==> config.mk <==
export PLATFORM = sky130hd
export DESIGN_NAME = gpu_cmd_queue
export DESIGN_NICKNAME = d
export VERILOG_FILES = /design/src/rtl/common_pkg.sv /design/src/rtl/gpu_cmd_queue_fifo.sv /design/src/rtl/gpu_cmd_queue.sv
export SDC_FILE = /design/constraint.sdc
export NUM_CORES = 1
export LEC_CHECK = 0
export ABC_CLOCK_PERIOD_IN_PS = 4050
export CORE_MARGIN = 1
export CORE_UTILIZATION = 30
export CTS_CLUSTER_SIZE = 25
export DETAILED_ROUTE_END_ITERATION = 16
export GPL_TIMING_DRIVEN = 0
export PLACE_DENSITY = 0.49
export SLEW_MARGIN = 0
export SYNTH_ARGS = -nofsm -noshare
export SYNTH_HDL_FRONTEND = slang
export SYNTH_SLANG_ARGS = --single-unit
==> constraint.sdc <==
create_clock -name clk -period 4.05 [get_ports clk]
set_input_delay 1.215 -clock clk [delete_from_list [all_inputs] [get_ports clk]]
set_output_delay 1.215 -clock clk [all_outputs]
set_load 0.01 [all_outputs]
==> src/rtl/common_pkg.sv <==
// Shared types for the vgacpu raster path: GPU opcodes and command-queue dispatcher states.
package common;

  typedef enum logic [2:0] {
    RC_NOP         = 3'd0,
    RC_POINT       = 3'd1,
    RC_LINE        = 3'd2,
    RC_RECT        = 3'd3,
    RC_FILL_RECT   = 3'd4,
    RC_CIRCLE      = 3'd5,
    RC_FILL_CIRCLE = 3'd6,
    RC_CLEAR       = 3'd7
  } raster_command_t;

  typedef enum logic [1:0] {
    IDLE    = 2'd0,
    ISSUE   = 2'd1,
    HOLDOFF = 2'd2,
    WAIT    = 2'd3
  } cmdq_state_t;

endpackage

==> src/rtl/gpu_cmd_queue_fifo.sv <==
// Synchronous FIFO with flush and an explicit occupancy register; read data is the
// combinational head entry so the dispatcher can capture and pop it on the same edge.
module sync_fifo #(
  parameter int WIDTH = 8,
  parameter int DEPTH = 8
) (
  input  logic                         clk,
  input  logic                         rst_async,
  input  logic                         push,
  input  logic                         pop,
  input  logic                         flush,
  input  logic [WIDTH-1:0]             wdata,
  output logic [WIDTH-1:0]             rdata,
  output logic                         full,
  output logic                         empty,
  output logic [$clog2(DEPTH+1)-1:0]   count
);

  localparam int AW = $clog2(DEPTH);
  localparam int CW = $clog2(DEPTH+1);

  logic [WIDTH-1:0] mem_q [DEPTH];
  logic [AW-1:0]    wr_ptr_q, wr_ptr_d;
  logic [AW-1:0]    rd_ptr_q, rd_ptr_d;
  logic [CW-1:0]    count_q, count_d;
  logic             push_ok, pop_ok;

  // Full is judged on the registered count, so a pop on the same edge never rescues a push.
  assign full    = (count_q == CW'(DEPTH));
  assign empty   = (count_q == '0);
  assign count   = count_q;
  assign rdata   = mem_q[rd_ptr_q];
  assign push_ok = push && !full && !flush;
  assign pop_ok  = pop && !empty && !flush;

  always_comb begin
    wr_ptr_d = wr_ptr_q;
    rd_ptr_d = rd_ptr_q;
    count_d  = count_q;
    if (flush) begin
      wr_ptr_d = '0;
      rd_ptr_d = '0;
      count_d  = '0;
    end else begin
      if (push_ok) wr_ptr_d = wr_ptr_q + AW'(1);
      if (pop_ok)  rd_ptr_d = rd_ptr_q + AW'(1);
      case ({push_ok, pop_ok})
        2'b10:   count_d = count_q + CW'(1);
        2'b01:   count_d = count_q - CW'(1);
        default: count_d = count_q;
      endcase
    end
  end

  always_ff @(posedge clk or posedge rst_async) begin
    if (rst_async) begin
      wr_ptr_q <= '0;
      rd_ptr_q <= '0;
      count_q  <= '0;
    end else begin
      wr_ptr_q <= wr_ptr_d;
      rd_ptr_q <= rd_ptr_d;
      count_q  <= count_d;
    end
  end

  // Storage carries no reset; stale slots are unreachable once the pointers are cleared.
  always_ff @(posedge clk) begin
    if (push_ok) mem_q[wr_ptr_q] <= wdata;
  end

endmodule

==> src/rtl/gpu_cmd_queue.sv <==
// Buffers CPU raster commands and issues them one at a time to the GPU as single-cycle
// execute pulses, waiting out the GPU's registered busy latency between issues.
module gpu_cmd_queue
  import common::*;
#(
  parameter int DEPTH    = 8,
  parameter int COORD_W  = 8,
  parameter int COLOUR_W = 3
) (
  input  logic                         clk,
  input  logic                         rst_async,
  input  logic                         push,
  input  raster_command_t              in_command,
  input  logic [COORD_W-1:0]           in_x0,
  input  logic [COORD_W-1:0]           in_y0,
  input  logic [COORD_W-1:0]           in_x1,
  input  logic [COORD_W-1:0]           in_y1,
  input  logic [COLOUR_W-1:0]          in_colour,
  input  logic                         flush,
  input  logic                         clear_overflow,
  output logic                         full,
  output logic                         empty,
  output logic [$clog2(DEPTH+1)-1:0]   count,
  output logic                         overflow,
  output raster_command_t              gpu_command,
  output logic [COORD_W-1:0]           gpu_x0,
  output logic [COORD_W-1:0]           gpu_y0,
  output logic [COORD_W-1:0]           gpu_x1,
  output logic [COORD_W-1:0]           gpu_y1,
  output logic [COLOUR_W-1:0]          gpu_colour,
  output logic                         gpu_execute_request,
  input  logic                         gpu_busy
);

  typedef struct packed {
    raster_command_t       command;
    logic [COORD_W-1:0]    x0;
    logic [COORD_W-1:0]    y0;
    logic [COORD_W-1:0]    x1;
    logic [COORD_W-1:0]    y1;
    logic [COLOUR_W-1:0]   colour;
  } entry_t;

  entry_t      wr_entry, rd_entry, gpu_q;
  cmdq_state_t state_q;
  logic        req_q;
  logic        overflow_q;
  logic        pop;

  assign wr_entry = '{command: in_command, x0: in_x0, y0: in_y0,
                      x1: in_x1, y1: in_y1, colour: in_colour};
  assign pop      = (state_q == IDLE) && !empty && !gpu_busy;

  sync_fifo #(
    .WIDTH ($bits(entry_t)),
    .DEPTH (DEPTH)
  ) u_fifo (
    .clk       (clk),
    .rst_async (rst_async),
    .push      (push),
    .pop       (pop),
    .flush     (flush),
    .wdata     (wr_entry),
    .rdata     (rd_entry),
    .full      (full),
    .empty     (empty),
    .count     (count)
  );

  // A dropped push outranks clear; a flush-killed push is intentional and never flags.
  always_ff @(posedge clk or posedge rst_async) begin
    if (rst_async) begin
      overflow_q <= 1'b0;
    end else if (push && full && !flush) begin
      overflow_q <= 1'b1;
    end else if (clear_overflow) begin
      overflow_q <= 1'b0;
    end
  end

  // HOLDOFF skips the first post-issue cycle, where the GPU has not yet raised busy.
  always_ff @(posedge clk or posedge rst_async) begin
    if (rst_async) begin
      state_q <= IDLE;
      req_q   <= 1'b0;
      gpu_q   <= '0;
    end else begin
      case (state_q)
        IDLE: begin
          if (!empty && !gpu_busy) begin
            gpu_q   <= rd_entry;
            req_q   <= 1'b1;
            state_q <= ISSUE;
          end
        end
        ISSUE: begin
          req_q   <= 1'b0;
          state_q <= HOLDOFF;
        end
        HOLDOFF: begin
          state_q <= WAIT;
        end
        WAIT: begin
          if (!gpu_busy) state_q <= IDLE;
        end
        default: begin
          req_q   <= 1'b0;
          state_q <= IDLE;
        end
      endcase
    end
  end

  assign overflow            = overflow_q;
  assign gpu_execute_request = req_q;
  assign gpu_command         = gpu_q.command;
  assign gpu_x0              = gpu_q.x0;
  assign gpu_y0              = gpu_q.y0;
  assign gpu_x1              = gpu_q.x1;
  assign gpu_y1              = gpu_q.y1;
  assign gpu_colour          = gpu_q.colour;

endmodule

# Word-level counts from Yosys, hierarchy flattened
# Memories as Yosys holds them, arrays and structs flattened. A register that Yosys moved wholly into a read port is not among the register bits.
# Index checks and enable logic that the tools add are counted.
# totals
reg_bits,14
ramBits,304
output_inout_bits,46
elab_cells,57
n_memories,1
# mem_list
name,depth,word_bits,read_ports,rd_clocked_by_memory_dff,wr,line_no,source
u_fifo.mem_q,8,38,1,1,1,gpu_cmd_queue_fifo.sv:22,logic [WIDTH-1:0] mem_q [DEPTH];
# classes
add_sub_neg,4
eq_ne,8
n_mux,15
reduce_logical,23
# op_table
cell,count
$mux W3,4
$logic_and A1 B1 Y1,9
$pmux W2 S4,1
$pmux W4 S2,1
$reduce_bool A2 Y1,4
$add A3 B1 Y3 const B,2
$eq A2 B2 Y1 const B,3
$reduce_and A2 Y1,3
$mux W1,5
$add A4 B1 Y4 const B,1
$eq A2 B1 Y1 const B,2
$eq A4 B4 Y1 const B,1
$logic_not A1 Y1,4
$logic_not A4 Y1,1
$mux W2,2
$mux W4,1
$sub A4 B1 Y4 const B,1
$reduce_bool A3 Y1,1
$logic_not A2 Y1,1
$ne A2 B1 Y1 const B,1
$ne A2 B2 Y1 const B,1
$pmux W1 S2,1

# Depth between registers and ports, before layout
# depth
depth_word,9
ltp_mapped,10
ltp_nobuf,10

# Hierarchy
# A second synthesis with hierarchy kept.
# hier_totals
hier_cells,623
area_unflattened_um2,13810.7
# modules_own_cells
module,instances,cells_each,area_each_um2,seq_area_each_um2
sync_fifo,1,518,12126.6,9379.0
gpu_cmd_queue,1,105,1684.1,1051.0

# Least setup slack after synthesis
# Ideal clock, no wire load.
# synth_timing
path_type,in2reg
start,input flush
end,memory u_fifo.mem_q[0][0] (netlist bit) (enable)
setup_ps,480
t_arrival_ps,4344
required_time_ps,3570
slack_ps,-775
path_stages,3
path_buffers,0
cell_sequence,nand2b_1 > or3_1 > nor3_1
# synth_between
elab_chain_cells,4
# synth_rtl
item,line_no,source
"start, declared",gpu_cmd_queue.sv:19,"input logic flush,"
$logic_not A1 Y1,gpu_cmd_queue_fifo.sv:33,assign push_ok = push && !full && !flush;
$logic_and A1 B1 Y1,gpu_cmd_queue_fifo.sv:33,
$mux W1,gpu_cmd_queue_fifo.sv:69,if (push_ok) mem_q[wr_ptr_q] <= wdata;
$mux W1 (implied by the code),gpu_cmd_queue_fifo.sv:69,
"end, declared",gpu_cmd_queue_fifo.sv:22,
# Every way passes these cells.

# Worst setup path after layout
# layout_timing
start,"register u_fifo.count_q[0], in the netlist u_fifo.count[0]"
end,output full
# layout_between
elab_chain_cells,1
# layout_rtl
item,line_no,source
"start, declared",gpu_cmd_queue_fifo.sv:25,"logic [CW-1:0] count_q, count_d;"
"start signal, assigned",gpu_cmd_queue_fifo.sv:63,count_q <= count_d;
$eq A4 B4 Y1,gpu_cmd_queue_fifo.sv:29,assign full = (count_q == CW'(DEPTH));
"end, declared",gpu_cmd_queue.sv:21,"output logic full,"
# Every way passes these cells.

==> Flow_metrics.wiki <==
{| class="wikitable"
! Metric !! Value
|-
| Status || finished clean
|-
| Overall via count from detail_route || around 7.5k
|-
| Clock sink total || ~360
|-
| Main combinational cell family by area after synthesis || multiplexers
|-
| Number of synthesized register bits || between 300 and 400
|-
| Count of buffers added by post-CTS timing repair for setup || 0
|-
| Placement Rows || 78
|-
| Worst ir drop on vdd || roughly 0.22 mV
|-
| Async set-reset flop share out of synthesis || 0.146
|-
| Setup repair after global routing missed its margin || false
|-
| Die area || 46900 µm²
|-
| End point of the worst hold path || gpu_x1[2]
|-
| Number of antenna repair diodes || 0
|-
| H-Tree Depth || 2
|-
| Launch instance of the worst min-delay path || gpu_x1[2]
|-
| Syn_area_per_cell || 16.6 µm²
|-
| Simple-gate share of the synthesized area || 0.0535
|-
| Sum of negative setup slack || 0 ps
|-
| Sequential-to-total area share from yosys stat || 0.755
|-
| PwrDens || 548 nW/µm²
|-
| Number of gates resized after cts || 0
|-
| Number of vias per cell after detailed routing || 4.66
|-
| Reg-to-reg endpoint || u_fifo.mem_q[0][30]
|-
| Clock transition at the register clock pins on the worst setup and hold paths after CTS || 60 ps
|-
| Die Height || about 220 µm
|-
| Initial DRC Count || roughly 600
|-
| Most common cell after layout, fill and taps aside || edfxtp_1
|-
| Number of endpoints with negative hold slack in the final report || 0
|-
| Wire length of the first global-routing pass || 49300 µm
|-
| Tmin final || approximately 3600 ps
|-
| Slack of the worst reg-to-reg path || 1090 ps
|-
| Launching point of the worst reg2reg path || u_fifo.count[0]
|-
| Largest net degree at the start of global routing || 33
|-
| Adder-cell share of the synthesized area || 0.00960
|-
| Finish-stage setup viols || 0
|-
| Kind of end point of the critical path || primary output
|-
| CTS tree || done
|-
| Netlist area before placement || 13800 µm²
|-
| Global-route usage over all layers || 0.144
|-
| Layout overhead on the synthesized area || 23.6%
|-
| Wire length reported by the detailed router || 33300 µm
|-
| Post-detailed-route wirelength per cell || 20.7 µm
|-
| Clock insertion delay at the later pin of the skew report || 550 ps
|-
| Synthesized-area fraction occupied by ao, oa, aoi and oai cells || 0.0500
|-
| Antenna violations before repair || 3
|-
| Transition at the pin with the smallest max-transition slack || 1000 ps
|-
| Most frequent cells in the layout || edfxtp_1, mux2i_1, clkdlybuf4s50_1
|-
| CORE AREA || approximately 45000 µm²
|-
| Share of the clock period used by the worst path after layout || 0.893
|-
| Via count of the first global-routing pass || 7555
|-
| Cells on Worst Hold Path || 2
|-
| Starting Density || 0.304
|-
| Final Net Count || 1031
|-
| Final slew viol count || 0
|-
| Leak Pwr || 5.70 nW
|-
| Top FF cell, synth || edfxtp_1
|-
| Mux contribution to synthesized area || 0.112
|-
| Maximum operating frequency || 0.276 GHz
|-
| Clock tree root driver cell || clkbuf_16
|-
| Worst Path Required || between 2000 and 3000 ps
|-
| Fraction of final layout cells with drive strength greater than 1 || 0.102
|-
| I/O pin count || 90
|-
| Non-filler cells in the finished layout || ~1.6k
|-
| Number of enable flip-flop cells after synthesis || 304
|-
| Remaining global-route overflow || 0
|-
| Post-Route Skew || 22.1 ps
|-
| Number of maximum-capacitance violations || 0
|-
| Synth Net Count || 887
|-
| Distinct cell type count of the synthesized netlist || 36
|-
| Highest fanout seen on the critical path || 7
|-
| Placed wire-length estimate || 21000 µm
|-
| CTS Hold Bufs || 0
|-
| Post-Syn Instances || 833
|-
| Hold slack || ~470 ps
|-
| Ys Warns || 0
|-
| Residual DRC count || 0
|-
| Start-to-end type of the worst setup path || flip-flop to primary output
|-
| Worst r2r path cells || 7
|-
| Die Width || approximately 220 µm
|-
| Routability congestion estimate || approximately 0.7
|-
| Kind of start point of the critical path || flip-flop
|-
| CTS Buf Count || 39
|-
| DRT antenna net count || 0
|-
| Largest buffer count on any clock path || 3
|-
| XOR/XNOR Fraction of Synth Area || 0.00317
|-
| Count of buffers from port buffering || 89
|-
| Class of the worst hold path || flip-flop to flip-flop
|-
| Signal arrival time at the worst endpoint || 2400 ps
|-
| Number of placed cells counting well taps || 1536
|-
| Count of TritonRoute iterations in the first routing pass || 4
|-
| Worst slew margin || 0.329
|}
## worst max path at each step
stage               startpoint  cells past startpoint  slack, ps            endpoint
2_1_floorplan            flush                      3        260  u_fifo.mem_q[2][0]
3_3_place_gp              push                      4      -2210  u_fifo.mem_q[2][4]
3_5_place_dp              push                      6       -140  u_fifo.mem_q[0][4]
4_1_cts        u_fifo.count[0]                      4        390                full
5_1_grt        u_fifo.count[0]                      4        300                full
6_report       u_fifo.count[0]                      4        430                full
## power by group
part | internal (mW) | leakage (nW) | switching [mW] | total [mW]
registers | 4.24 | 3.41 | 0.126 | 4.36
clock network | 2.03 | 0.597 | 1.40 | 3.43
logic | 0.731 | 1.69 | 0.827 | 1.56
total | 7.00 | 5.70 | 2.35 | 9.35
## synth_stat cells, types with 2 or more instances
master | number | share of area
nor2b_1 | 3 | 0.0014
ha_1 | 9 | 0.0082
o21ai_0 | 3 | 0.0011
a22oi_1 | 76 | 0.041
nand3_1 | 42 | 0.015
a21oi_1 | 6 | 0.0022
xnor2_1 | 2 | 0.0013
edfxtp_1 | 304 | 0.66
clkbuf_1 | 19 | 0.0052
inv_1 | 6 | 0.0016
mux2i_1 | 154 | 0.11
a211oi_4 | 2 | 0.0029
nand2_1 | 86 | 0.023
nand2b_1 | 5 | 0.0023
nor3b_2 | 2 | 0.0018
nor2_1 | 17 | 0.0046
buf_2 | 22 | 0.0080
nor3_1 | 4 | 0.0014
xor2_1 | 3 | 0.0019
dfrtp_1 | 52 | 0.094
## per-stage QoR
stage	utilization	area, µm²	setup WS, ps	total power [mW]
2_1_floorplan	-	13800	258	5.26
3_3_place_gp	0.341	15500	-2210	5.99
3_5_place_dp	0.349	15800	-137	6.03
4_1_cts	0.376	17100	386	9.49
5_1_grt	0.376	17100	302	9.77
6_report	0.376	17100	433	9.35
## worst max-delay path, cell delays in order (launching register included)
cell and delay [ps]:
dfrtp_1 460, or4b_1 560, buf_6 160, inv_2 110, clkdlybuf4s50_1 580
## cell families (layout without fill, tap and decap cells)
logic type,after synthesis,in the layout
XOR/XNOR,5,5
buffers and inverters,50,225
AO/OA/AOI/OAI,92,92
adder cells (fa/ha/maj),10,10
AND/OR/NAND/NOR,165,165
flip-flops,356,356
multiplexers,155,155
## sequential cells by signal, summed over array words and instances (netlist names)
name / count
gpu_colour: 3
u_fifo.wr_ptr_q: 3
gpu_y1: 8
gpu_x0: 8
u_fifo.count: 4
u_fifo.mem_q: 304
state_q: 2
gpu_execute_request: 1
gpu_command: 3
overflow: 1
u_fifo.rd_ptr_q: 3
gpu_y0: 8
gpu_x1: 8
## routing by layer
| metal | track usage | share of wire |
|---|---|---|
| met1 | 0.192 | 0.45 |
| met2 | 0.237 | 0.48 |
| met5 | 0 | 0.0011 |
| met4 | 0.0350 | 0.016 |
| met3 | 0.0328 | 0.053 |
## final cells by class
class | count | area (µm²)
timing repair buffer | 103 | 1210
tap | 600 | 751
fill | 4220 | 28300
multi-input combinational | 427 | 3230
clock buffer | 61 | 1120
inverter | 7 | 26.3
buffer | 43 | 196
clock inverter | 11 | 114
sequential | 356 | 10400
Power figures use the tool's default switching activity.
